`src/rtl/arp_pkg.sv`:
```
// ARP frame constants, byte offsets, receiver state encoding and helper
// functions. Shared by the ARP receive and transmit paths.
package arp_pkg;

  localparam logic [15:0] ETH_TYPE_ARP  = 16'h0806;
  localparam logic [15:0] ARP_HTYPE_ETH = 16'h0001;
  localparam logic [15:0] ARP_PTYPE_IP  = 16'h0800;
  localparam logic [15:0] ARP_OP_REQ    = 16'h0001;
  localparam logic [15:0] ARP_OP_REPLY  = 16'h0002;
  localparam logic [7:0]  ARP_HLEN      = 8'h06;
  localparam logic [7:0]  ARP_PLEN      = 8'h04;
  localparam logic [7:0]  PREAMBLE_BYTE = 8'h55;
  localparam logic [7:0]  SFD_BYTE      = 8'hd5;

  // Byte offsets counted from the first byte after the SFD.
  localparam logic [5:0] OFF_DMAC  = 6'd0;
  localparam logic [5:0] OFF_TYPE  = 6'd12;
  localparam logic [5:0] OFF_HTYPE = 6'd14;
  localparam logic [5:0] OFF_PTYPE = 6'd16;
  localparam logic [5:0] OFF_HLEN  = 6'd18;
  localparam logic [5:0] OFF_PLEN  = 6'd19;
  localparam logic [5:0] OFF_OP    = 6'd20;
  localparam logic [5:0] OFF_SMAC  = 6'd22;
  localparam logic [5:0] OFF_SIP   = 6'd28;
  localparam logic [5:0] OFF_TIP   = 6'd38;
  localparam logic [5:0] OFF_FCS   = 6'd60;
  localparam logic [5:0] OFF_LAST  = 6'd63;

  typedef enum logic [2:0] {
    ST_IDLE,
    ST_PREAMBLE,
    ST_FRAME,
    ST_FCS,
    ST_CHECK,
    ST_DROP
  } arp_state_t;

  // Peer information reported once a frame is accepted.
  typedef struct packed {
    logic        op;   // 1 = request, 0 = reply
    logic [47:0] mac;
    logic [31:0] ip;
  } arp_peer_t;

  // Byte idx of a 48-bit value, MSB first (idx 0 = bits 47:40).
  function automatic logic [7:0] be_byte48(input logic [47:0] v, input logic [5:0] idx);
    logic [47:0] s;
    s = v << {idx, 3'b000};
    return s[47:40];
  endfunction

  // Byte idx of a 32-bit value, MSB first (idx 0 = bits 31:24).
  function automatic logic [7:0] be_byte32(input logic [31:0] v, input logic [5:0] idx);
    logic [31:0] s;
    s = v << {idx, 3'b000};
    return s[31:24];
  endfunction

endpackage

```
`src/rtl/arp_rx.sv`:
```
// Byte-wide ARP receiver.
// Strips preamble/SFD, filters on destination MAC (local or broadcast),
// EtherType, ARP header fields and target IP, streams frame bytes 0..59
// into the external CRC32 engine and compares its result with the received
// FCS. On a good frame the sender MAC/IP and opcode are published.
// Ports:
//   arp_rx_clk, rst         clock, synchronous active-high reset
//   arp_rx_data/valid       received byte stream (valid = rx_dv)
//   crc_data                result of the external CRC32 engine
//   crc_en/init/din         feed to the external CRC32 engine (registered)
//   arp_rx_done/err         one-cycle result pulses
//   arp_rx_op, src_mac/ip   peer info from the last accepted frame
module arp_rx
  import arp_pkg::*;
#(
  parameter logic [47:0] FPGA_MAC = 48'h00_11_22_33_44_55,
  parameter logic [31:0] FPGA_IP  = 32'hc0_a8_00_03
) (
  input  logic        arp_rx_clk,
  input  logic        rst,
  input  logic [7:0]  arp_rx_data,
  input  logic        arp_rx_valid,
  input  logic [31:0] crc_data,
  output logic        crc_en,
  output logic        crc_init,
  output logic [7:0]  crc_din,
  output logic        arp_rx_done,
  output logic        arp_rx_err,
  output logic        arp_rx_op,
  output logic [47:0] src_mac,
  output logic [31:0] src_ip
);

  arp_state_t  state, state_nxt;
  logic [5:0]  cnt_byte;
  logic [31:0] fcs_rx;
  arp_peer_t   shadow;

  // Destination MAC must match local or broadcast as a whole, so the two
  // candidates are tracked separately across bytes 0..5.
  logic        lcl_q, bc_q;
  logic        lcl_run, bc_run;
  logic        field_ok;

  wire [7:0] d = arp_rx_data;

  always_comb begin
    field_ok = 1'b1;
    lcl_run  = 1'b0;
    bc_run   = 1'b0;
    if (cnt_byte < OFF_DMAC + 6'd6) begin
      lcl_run  = (cnt_byte == OFF_DMAC || lcl_q) &&
                 (d == be_byte48(FPGA_MAC, cnt_byte - OFF_DMAC));
      bc_run   = (cnt_byte == OFF_DMAC || bc_q) && (d == 8'hff);
      field_ok = lcl_run || bc_run;
    end else if (cnt_byte == OFF_TYPE) begin
      field_ok = (d == ETH_TYPE_ARP[15:8]);
    end else if (cnt_byte == OFF_TYPE + 6'd1) begin
      field_ok = (d == ETH_TYPE_ARP[7:0]);
    end else if (cnt_byte == OFF_HTYPE) begin
      field_ok = (d == ARP_HTYPE_ETH[15:8]);
    end else if (cnt_byte == OFF_HTYPE + 6'd1) begin
      field_ok = (d == ARP_HTYPE_ETH[7:0]);
    end else if (cnt_byte == OFF_PTYPE) begin
      field_ok = (d == ARP_PTYPE_IP[15:8]);
    end else if (cnt_byte == OFF_PTYPE + 6'd1) begin
      field_ok = (d == ARP_PTYPE_IP[7:0]);
    end else if (cnt_byte == OFF_HLEN) begin
      field_ok = (d == ARP_HLEN);
    end else if (cnt_byte == OFF_PLEN) begin
      field_ok = (d == ARP_PLEN);
    end else if (cnt_byte == OFF_OP) begin
      field_ok = (d == ARP_OP_REQ[15:8]);
    end else if (cnt_byte == OFF_OP + 6'd1) begin
      field_ok = (d == ARP_OP_REQ[7:0]) || (d == ARP_OP_REPLY[7:0]);
    end else if (cnt_byte >= OFF_TIP && cnt_byte < OFF_TIP + 6'd4) begin
      field_ok = (d == be_byte32(FPGA_IP, cnt_byte - OFF_TIP));
    end
  end

  always_comb begin
    state_nxt = state;
    case (state)
      ST_IDLE:
        if (arp_rx_valid && d == PREAMBLE_BYTE) state_nxt = ST_PREAMBLE;
      ST_PREAMBLE:
        if (!arp_rx_valid)           state_nxt = ST_IDLE;
        else if (d == SFD_BYTE)      state_nxt = ST_FRAME;
        else if (d != PREAMBLE_BYTE) state_nxt = ST_DROP;
      ST_FRAME:
        if (!arp_rx_valid)                       state_nxt = ST_IDLE;
        else if (!field_ok)                      state_nxt = ST_DROP;
        else if (cnt_byte == OFF_FCS - 6'd1)     state_nxt = ST_FCS;
      ST_FCS:
        if (!arp_rx_valid)                       state_nxt = ST_IDLE;
        else if (cnt_byte == OFF_LAST)           state_nxt = ST_CHECK;
      // Trailing bytes are flushed through DROP; if the frame already
      // ended, go straight to IDLE so a one-cycle gap is enough.
      ST_CHECK:
        state_nxt = arp_rx_valid ? ST_DROP : ST_IDLE;
      ST_DROP:
        if (!arp_rx_valid) state_nxt = ST_IDLE;
      default:
        state_nxt = ST_IDLE;
    endcase
  end

  always_ff @(posedge arp_rx_clk) begin
    if (rst) begin
      state       <= ST_IDLE;
      cnt_byte    <= '0;
      fcs_rx      <= '0;
      shadow      <= '0;
      lcl_q       <= 1'b0;
      bc_q        <= 1'b0;
      crc_en      <= 1'b0;
      crc_init    <= 1'b1;
      crc_din     <= '0;
      arp_rx_done <= 1'b0;
      arp_rx_err  <= 1'b0;
      arp_rx_op   <= 1'b0;
      src_mac     <= '0;
      src_ip      <= '0;
    end else begin
      state       <= state_nxt;
      crc_en      <= 1'b0;
      arp_rx_done <= 1'b0;
      arp_rx_err  <= 1'b0;
      crc_init    <= (state_nxt == ST_IDLE) || (state_nxt == ST_PREAMBLE);

      if (state == ST_IDLE || state == ST_PREAMBLE) cnt_byte <= '0;

      if ((state == ST_FRAME || state == ST_FCS) && arp_rx_valid)
        cnt_byte <= cnt_byte + 6'd1;

      if (state == ST_FRAME && arp_rx_valid) begin
        crc_en  <= 1'b1;
        crc_din <= d;
        if (cnt_byte < OFF_DMAC + 6'd6) begin
          lcl_q <= lcl_run;
          bc_q  <= bc_run;
        end
        if (cnt_byte == OFF_OP + 6'd1)
          shadow.op <= (d == ARP_OP_REQ[7:0]);
        if (cnt_byte >= OFF_SMAC && cnt_byte < OFF_SMAC + 6'd6)
          shadow.mac <= {shadow.mac[39:0], d};
        if (cnt_byte >= OFF_SIP && cnt_byte < OFF_SIP + 6'd4)
          shadow.ip <= {shadow.ip[23:0], d};
      end

      // First FCS byte ends up in [7:0], matching the engine's byte order.
      if (state == ST_FCS && arp_rx_valid)
        fcs_rx <= {d, fcs_rx[31:8]};

      if (state == ST_CHECK) begin
        if (crc_data == fcs_rx) begin
          arp_rx_done <= 1'b1;
          arp_rx_op   <= shadow.op;
          src_mac     <= shadow.mac;
          src_ip      <= shadow.ip;
        end else begin
          arp_rx_err  <= 1'b1;
        end
      end
    end
  end

endmodule

```
`config.mk`:
```
export PLATFORM = sky130hd
export DESIGN_NAME = arp_rx
export DESIGN_NICKNAME = d
export VERILOG_FILES = /design/src/rtl/arp_pkg.sv /design/src/rtl/arp_rx.sv
export SDC_FILE = /design/constraint.sdc
export NUM_CORES = 1
export LEC_CHECK = 0
export CORE_MARGIN = 2
export CORE_UTILIZATION = 54
export CTS_CLUSTER_DIAMETER = 60
export DETAILED_ROUTE_END_ITERATION = 10
export PLACE_DENSITY = 0.77
export RECOVER_POWER = 100
export SLEW_MARGIN = 20
export SYNTH_ARGS = -nofsm -noshare
export SYNTH_HDL_FRONTEND = slang
export SYNTH_SLANG_ARGS = --single-unit
export TNS_END_PERCENT = 20
```
`constraint.sdc`:
```
create_clock -name arp_rx_clk -period 3.09 [get_ports arp_rx_clk]
set_input_delay 0.309 -clock arp_rx_clk [delete_from_list [all_inputs] [get_ports arp_rx_clk]]
set_output_delay 0.309 -clock arp_rx_clk [all_outputs]
set_load 0.005 [all_outputs]
```
# Word-level counts from Yosys, hierarchy flattened

Cells that the tools add are included.

Add/sub/neg operators: 2
Multiply operators: 0
Div/mod/pow operators: 0
Magnitude comparators: 7
Eq/ne operators: 30
Shift operators: 2
Mux-type cells: 29
Bitwise logic cells: 1
Reduce and logical (&&, ||, !) cells: 27

Operators by type and width:

| operator                                                                            | count |
|---|---|
| 37-bit by 9-bit left shift with 48-bit output, first input constant                 | 1 |
| 6-bit by 5-bit == test with 1-bit output, second input constant                     | 6 |
| 3-bit 2-to-1 mux                                                                    | 11 |
| 32-bit == test                                                                      | 1 |
| 32-bit by 9-bit left shift with 32-bit output, first input constant                 | 1 |
| 6-bit by 4-bit == test with 1-bit output, second input constant                     | 4 |
| 3-bit case mux with 6 select lines                                                  | 1 |
| 8-bit by 3-bit == test with 1-bit output, second input constant                     | 2 |
| 8-bit == test                                                                       | 2 |
| 8-bit == test, second input constant                                                | 2 |
| 1-bit 2-to-1 mux                                                                    | 15 |
| 6-bit == test, second input constant                                                | 2 |
| 6-bit by 5-bit greater-or-equal comparator with 1-bit output, second input constant | 2 |
| 6-bit less-than comparator, second input constant                                   | 2 |
| 6-bit 2-to-1 mux                                                                    | 2 |
| 2-bit AND reduction                                                                 | 5 |
| 1-bit logical AND                                                                   | 9 |
| 8-bit by 1-bit == test with 1-bit output, second input constant                     | 1 |
| 8-bit by 2-bit == test with 1-bit output, second input constant                     | 1 |
| 8-bit by 4-bit == test with 1-bit output, second input constant                     | 1 |
| 8-bit by 7-bit == test with 1-bit output, second input constant                     | 1 |
| 8-bit logical NOT                                                                   | 1 |
| 8-bit by 7-bit != test with 1-bit output, second input constant                     | 1 |
| 1-bit logical OR                                                                    | 7 |
| other kinds (13)                                                                    | 17 |

Flip-flop bits (word level): 217
Latch bits: 0
Memory bits (writable): 0
Memory bits (read-only): 0
Logic and storage cells: 114
Memories kept: 0

# Depth between registers and ports, before layout

Depth in word-level cells: 20
Depth in mapped cells: 11
Gate-level depth less buffers: 9

# Worst setup path after synthesis

No wires, ideal clock.

Path type: register -> register
From: register cnt_byte[1]
To: register state[0]
Library setup time: 128 ps
Arrival time: 2233 ps
Path slack: 729 ps
Stages on the path, launching flop included: 10
Clock period less this slack: 2361 ps
Path through: dfxtp_1 -> clkbuf_1 -> inv_1 -> ha_1 -> nand4b_1 -> or4_1 -> o211ai_1 -> a41oi_1 -> a211oi_2 -> a21oi_1

Cells in the longest elaborated chain, start to end: 18
Elaborated cells on any way between the ends: 45
Those cells by class: add/sub (1); order compare (3); eq/ne (14); shift (2); mux (18); reduce/logical (7)

RTL lines:

| what                                          | RTL line      | source |
|---|---|---|
| from (decl)                                   | arp_rx.sv:35  | `logic [5:0] cnt_byte;` |
| from (signal assigned)                        | arp_rx.sv:134 | `cnt_byte <= cnt_byte + 6'd1;` |
| 6-bit subtractor                              | arp_rx.sv:77  | `field_ok = (d == be_byte32(FPGA_IP, cnt_byte - OFF_TIP));` |
| 32-bit by 9-bit left shift with 32-bit output | arp_pkg.sv:55 | `s = v << {idx, 3'b000};` |
| 8-bit == test                                 | arp_rx.sv:77  |  |
| 1-bit 2-to-1 mux                              | arp_rx.sv:76  | `end else if (cnt_byte >= OFF_TIP && cnt_byte < OFF_TIP + 6'd4) begin` |
| 1-bit 2-to-1 mux                              | arp_rx.sv:74  | `end else if (cnt_byte == OFF_OP + 6'd1) begin` |
| 1-bit 2-to-1 mux                              | arp_rx.sv:72  | `end else if (cnt_byte == OFF_OP) begin` |
| 1-bit 2-to-1 mux                              | arp_rx.sv:70  | `end else if (cnt_byte == OFF_PLEN) begin` |
| 1-bit 2-to-1 mux                              | arp_rx.sv:68  | `end else if (cnt_byte == OFF_HLEN) begin` |
| [2 not listed]                                | --            |  |
| 1-bit 2-to-1 mux                              | arp_rx.sv:62  | `end else if (cnt_byte == OFF_HTYPE + 6'd1) begin` |
| 1-bit 2-to-1 mux                              | arp_rx.sv:60  | `end else if (cnt_byte == OFF_HTYPE) begin` |
| 1-bit 2-to-1 mux                              | arp_rx.sv:58  | `end else if (cnt_byte == OFF_TYPE + 6'd1) begin` |
| 1-bit 2-to-1 mux                              | arp_rx.sv:56  | `end else if (cnt_byte == OFF_TYPE) begin` |
| 1-bit 2-to-1 mux                              | arp_rx.sv:51  | `if (cnt_byte < OFF_DMAC + 6'd6) begin` |
| 3-bit 2-to-1 mux                              | arp_rx.sv:92  | `else if (!field_ok) state_nxt = ST_DROP;` |
| 3-bit 2-to-1 mux                              | arp_rx.sv:91  | `if (!arp_rx_valid) state_nxt = ST_IDLE;` |
| 3-bit case mux with 6 select lines *          | arp_rx.sv:83  | `case (state)` |
| to (signal assigned)                          | arp_rx.sv:125 | `state <= state_nxt;` |
| to (decl)                                     | arp_rx.sv:34  | `arp_state_t state, state_nxt;` |

Every way passes the cells marked *; elsewhere a longest branch is shown, timed or not.
A chain may end at the register's enable or synchronous reset.

# Final worst setup path

From: register cnt_byte[1]
To: register shadow[78] (netlist bit)

Cells in the longest elaborated chain, start to end: 3
Elaborated cells on any way between the ends: 4
Those cells by class: order compare (2); reduce/logical (2)

RTL lines:

| what                                                                                                                                         | RTL line      | source |
|---|---|---|
| 6-bit by 5-bit greater-or-equal comparator with 1-bit output / 6-bit by 5-bit less-than comparator with 1-bit output (equally long branches) | arp_rx.sv:145 | `if (cnt_byte >= OFF_SMAC && cnt_byte < OFF_SMAC + 6'd6)` |
| 1-bit logical AND *                                                                                                                          | arp_rx.sv:145 |  |
| 2-bit AND reduction (no line) *                                                                                                              | --            |  |
| to (decl)                                                                                                                                    | arp_rx.sv:37  | `arp_peer_t shadow;` |

Marks and branches as above.

==> impl_metrics.py <==
metrics = {
    "place": {
        "dp_hpwl_um": 13800,
        "io_buffers": 135,
        "place_congestion": 0.922,
    },
    "layout": {
        "seq_area_um2": 4340,
        "multiInputGateArea_um2": 4150,
        "layout-drive-gt1-share_pct": 6.30,
        "postLayoutCoreUtil_pct": 69.9,
        "area_growth_pct": 26.0,
        "final_common_cell": "nand2_1",
        "final_cell_mix": "nand2_1, dfxtp_1, a21oi_1, nor2_1, dlygate4sd3_1",
        "fillers": 1321,
        "antenna_cells": 0,
        "finalNetCount": 1209,
    },
    "die": {
        "fp.dieW_um": 132,
        "fp.dieH_um": 132,
        "rows": 46,
        "num_io_pins": 136,
        "start_util_pct": 55.4,
        "die_area_um2": 17300,
        "coreArea_um2": 15900,
    },
    "synthesis": {
        "synth_seq_cells": 217,
        "synth_top_area_share_pct": 49.3,
        "synth_cells": 1053,
        "ys.flop_type": "dfxtp_1",
        "ys_async_sr_fraction_pct": 0,
        "ys_seq_area_share_pct": 49.3,
        "syn_area_um2": 8810,
        "syn_area_per_cell_um2": 8.36,
        "yosysWarnings": 0,
        "synth_nets": 1102,
        "yosys-top-cells-area": "dfxtp_1, nand2_1, mux2i_1",
        "synth_edf_count": 0,
        "synth_cell_types": 55,
        "synth.largest_area_cell": "dfxtp_1",
    },
    "status": {
        "status": "completed",
    },
    "pwr": {
        "pwr-share-seq_pct": 49.0,
        "switching_share_pct": 21.2,
        "power_density_nw_per_um2": 514,
        "pwr-share-comb_pct": 3.1,
        "clkPwrFrac_pct": 47.8,
        "power_mw": 5.71,
        "leakage_nw": 4.84,
        "ir_worst_vdd_uv": 400,
        "intPower_mw": 4.50,
        "p_sw_mw": 1.21,
    },
    "clocking": {
        "cts_tree": "yes",
        "clk_latency_ns": 0.51,
        "clk_path_buf_depth": 3,
        "cts_hold_buf": 0,
        "cts_buffers": 23,
        "htreeDepth": 1,
        "cts.sinks": 217,
        "path_clk_slew_ns": 0.06,
        "clockRootBuffer": "clkbuf_16",
        "cts_resized": 0,
        "postCtsSetupBuffers": 0,
    },
    "timing": {
        "min_period_over_period_pct": 86.5,
        "tns_ns": 0,
        "final_hold_viol_count": 0,
        "finalSetupViolations": 0,
        "tightest_slew_ns": 1.32,
        "slew_headroom_pct": 11.8,
        "rsz0062_at_grt": "no",
        "slew_viol_final": 0,
        "finClkSkew_ns": 0.0119,
        "fmax_mhz": 374,
        "fin_crit_ns": 2.67,
    },
    "setup_path": {
        "timing.rr.end": "shadow[78]$_SDFFE_PP0P_",
        "startpoint_type": "flip-flop",
        "cp.arrival_ns": 3.05,
        "crit_required_ns": 3.47,
        "r2r-start": "cnt_byte[1]$_SDFFE_PP0P_",
        "r2r_setup_slack_ns": 0.42,
        "critPathKind": "flip-flop to flip-flop",
        "r2r_cells": 8,
        "crit_path_end_kind": "flip-flop",
        "crit_path_max_fanout": 48,
    },
    "global_routing": {
        "grt_start_max_net_pins": 83,
        "grt_pass1_wl_um": 34900,
        "grt_usage_pct": 23.9,
        "first_global_vias": 7004,
        "overflow": 0,
        "antenna_found_initial": 0,
    },
    "drt": {
        "drt_iter0_markers": 588,
        "avgViaCountPerCell": 5.39,
        "drc": 0,
        "routedWlPerCell_um": 15.3,
        "antenna_left": 0,
        "vias": 7494,
        "wirelength_um": 21200,
        "dr.pass1.iters": 5,
    },
    "min_path": {
        "hold_depth": 2,
        "min_to": "src_mac[38]$_SDFFE_PP0P_",
        "hold_class": "primary input to flip-flop",
        "worstHoldStart": "rst",
    },
    "job": {
        "drv_cap": 0,
    },
}
==> cell families after synthesis <==
family | share of synthesized area (%)
compound gates | 11.4
simple gates | 21.2
mux | 9.92
buf+inv | 3.82
xor+xnor | 3.48
flops | 49.3
fa+ha+maj | 0.852
==> final cells by class <==
type                       count  share of cell area (%)
clock buffer                  30                    5.69
clock inverter                 9                    1.13
tap                          216                    2.44
inverter                       7                   0.237
timing repair buffer         159                    14.0
sequential                   217                    39.1
multi-input combinational    752                    37.4
==> stage by stage <==
step	instances	setup slack [ns]	hold WS (ns)	instance area (µm²)
after floorplan	1053	0.729	0.436	8810
after global placement	1351	0.447	0.443	10400
after detailed placement	1351	0.415	0.448	10400
after CTS	1390	0.480	0.198	11100
after global routing	1390	0.162	0.213	11100
final	1390	0.417	0.202	11100
==> registers in the layout (all words and copies together) (netlist names), 3 cells and up <==
name / flops
fcs_rx: 32
state: 3
shadow: 81
crc_din: 8
cnt_byte: 6
src_ip: 32
src_mac: 48
==> Yosys cell counts, types with 2 or more instances <==
master / count
nand3_1: 7
buf_1: 2
o31ai_1: 5
or2_1: 3
a21o_1: 2
or4_4: 2
o21a_1: 3
nand2b_1: 7
xor2_1: 33
o21ai_1: 4
o211ai_1: 2
or2_2: 2
o21ai_0: 8
nor4bb_1: 2
inv_1: 6
nor2b_1: 3
buf_2: 17
and3_1: 2
ha_1: 6
dfxtp_1: 217
or3_1: 4
clkbuf_1: 58
nor3_1: 5
nand2_1: 266
nand4_1: 8
nor4_1: 17
a31oi_1: 3
xnor2_1: 2
mux2_2: 2
mux2i_1: 85
a211o_1: 2
nor2_1: 109
a21oi_1: 137
==> metal layers <==
metal	GRT usage, %	share of wire, %	vias up
li1	-	-	3740
met1	33.1	45	3501
met2	39.1	46	212
met3	4.05	6.3	41
met4	5.62	1.9	0
met5	0	0	-
==> critical path: stages, from the launching register on <==
cell      delay (ns)
dfxtp_1         0.58
ha_1            0.29
inv_1           0.09
o21ai_1         0.19
o21ai_1         0.16
or2_2           0.31
clkbuf_2        0.54
nand2_1         0.26
a21oi_1         0.10
==> power by group through the flow <==
stage	clock (mW)	combinational, mW	sequential (mW)
2_1_floorplan	0	0.0822	2.86
3_3_place_gp	0	0.176	2.86
3_5_place_dp	0	0.178	2.86
4_1_cts	2.78	0.178	2.80
5_1_grt	2.90	0.192	2.80
6_report	2.73	0.179	2.80
==> worst max path at each step <==
stage	from	end	slack, ns	cells after the start
6_report	cnt_byte[1]$_SDFFE_PP0P_	shadow[78]$_SDFFE_PP0P_	0.42	8
5_1_grt	cnt_byte[1]$_SDFFE_PP0P_	shadow[55]$_SDFFE_PP0P_	0.16	8
4_1_cts	cnt_byte[1]$_SDFFE_PP0P_	state[0]$_SDFF_PP0_	0.48	8
2_1_floorplan	cnt_byte[1]$_SDFFE_PP0P_	state[0]$_SDFF_PP0_	0.73	9
3_5_place_dp	arp_rx_data[4]	state[0]$_SDFF_PP0_	0.42	8
3_3_place_gp	arp_rx_data[4]	state[0]$_SDFF_PP0_	0.45	8
Power figures use the tool's default switching activity.
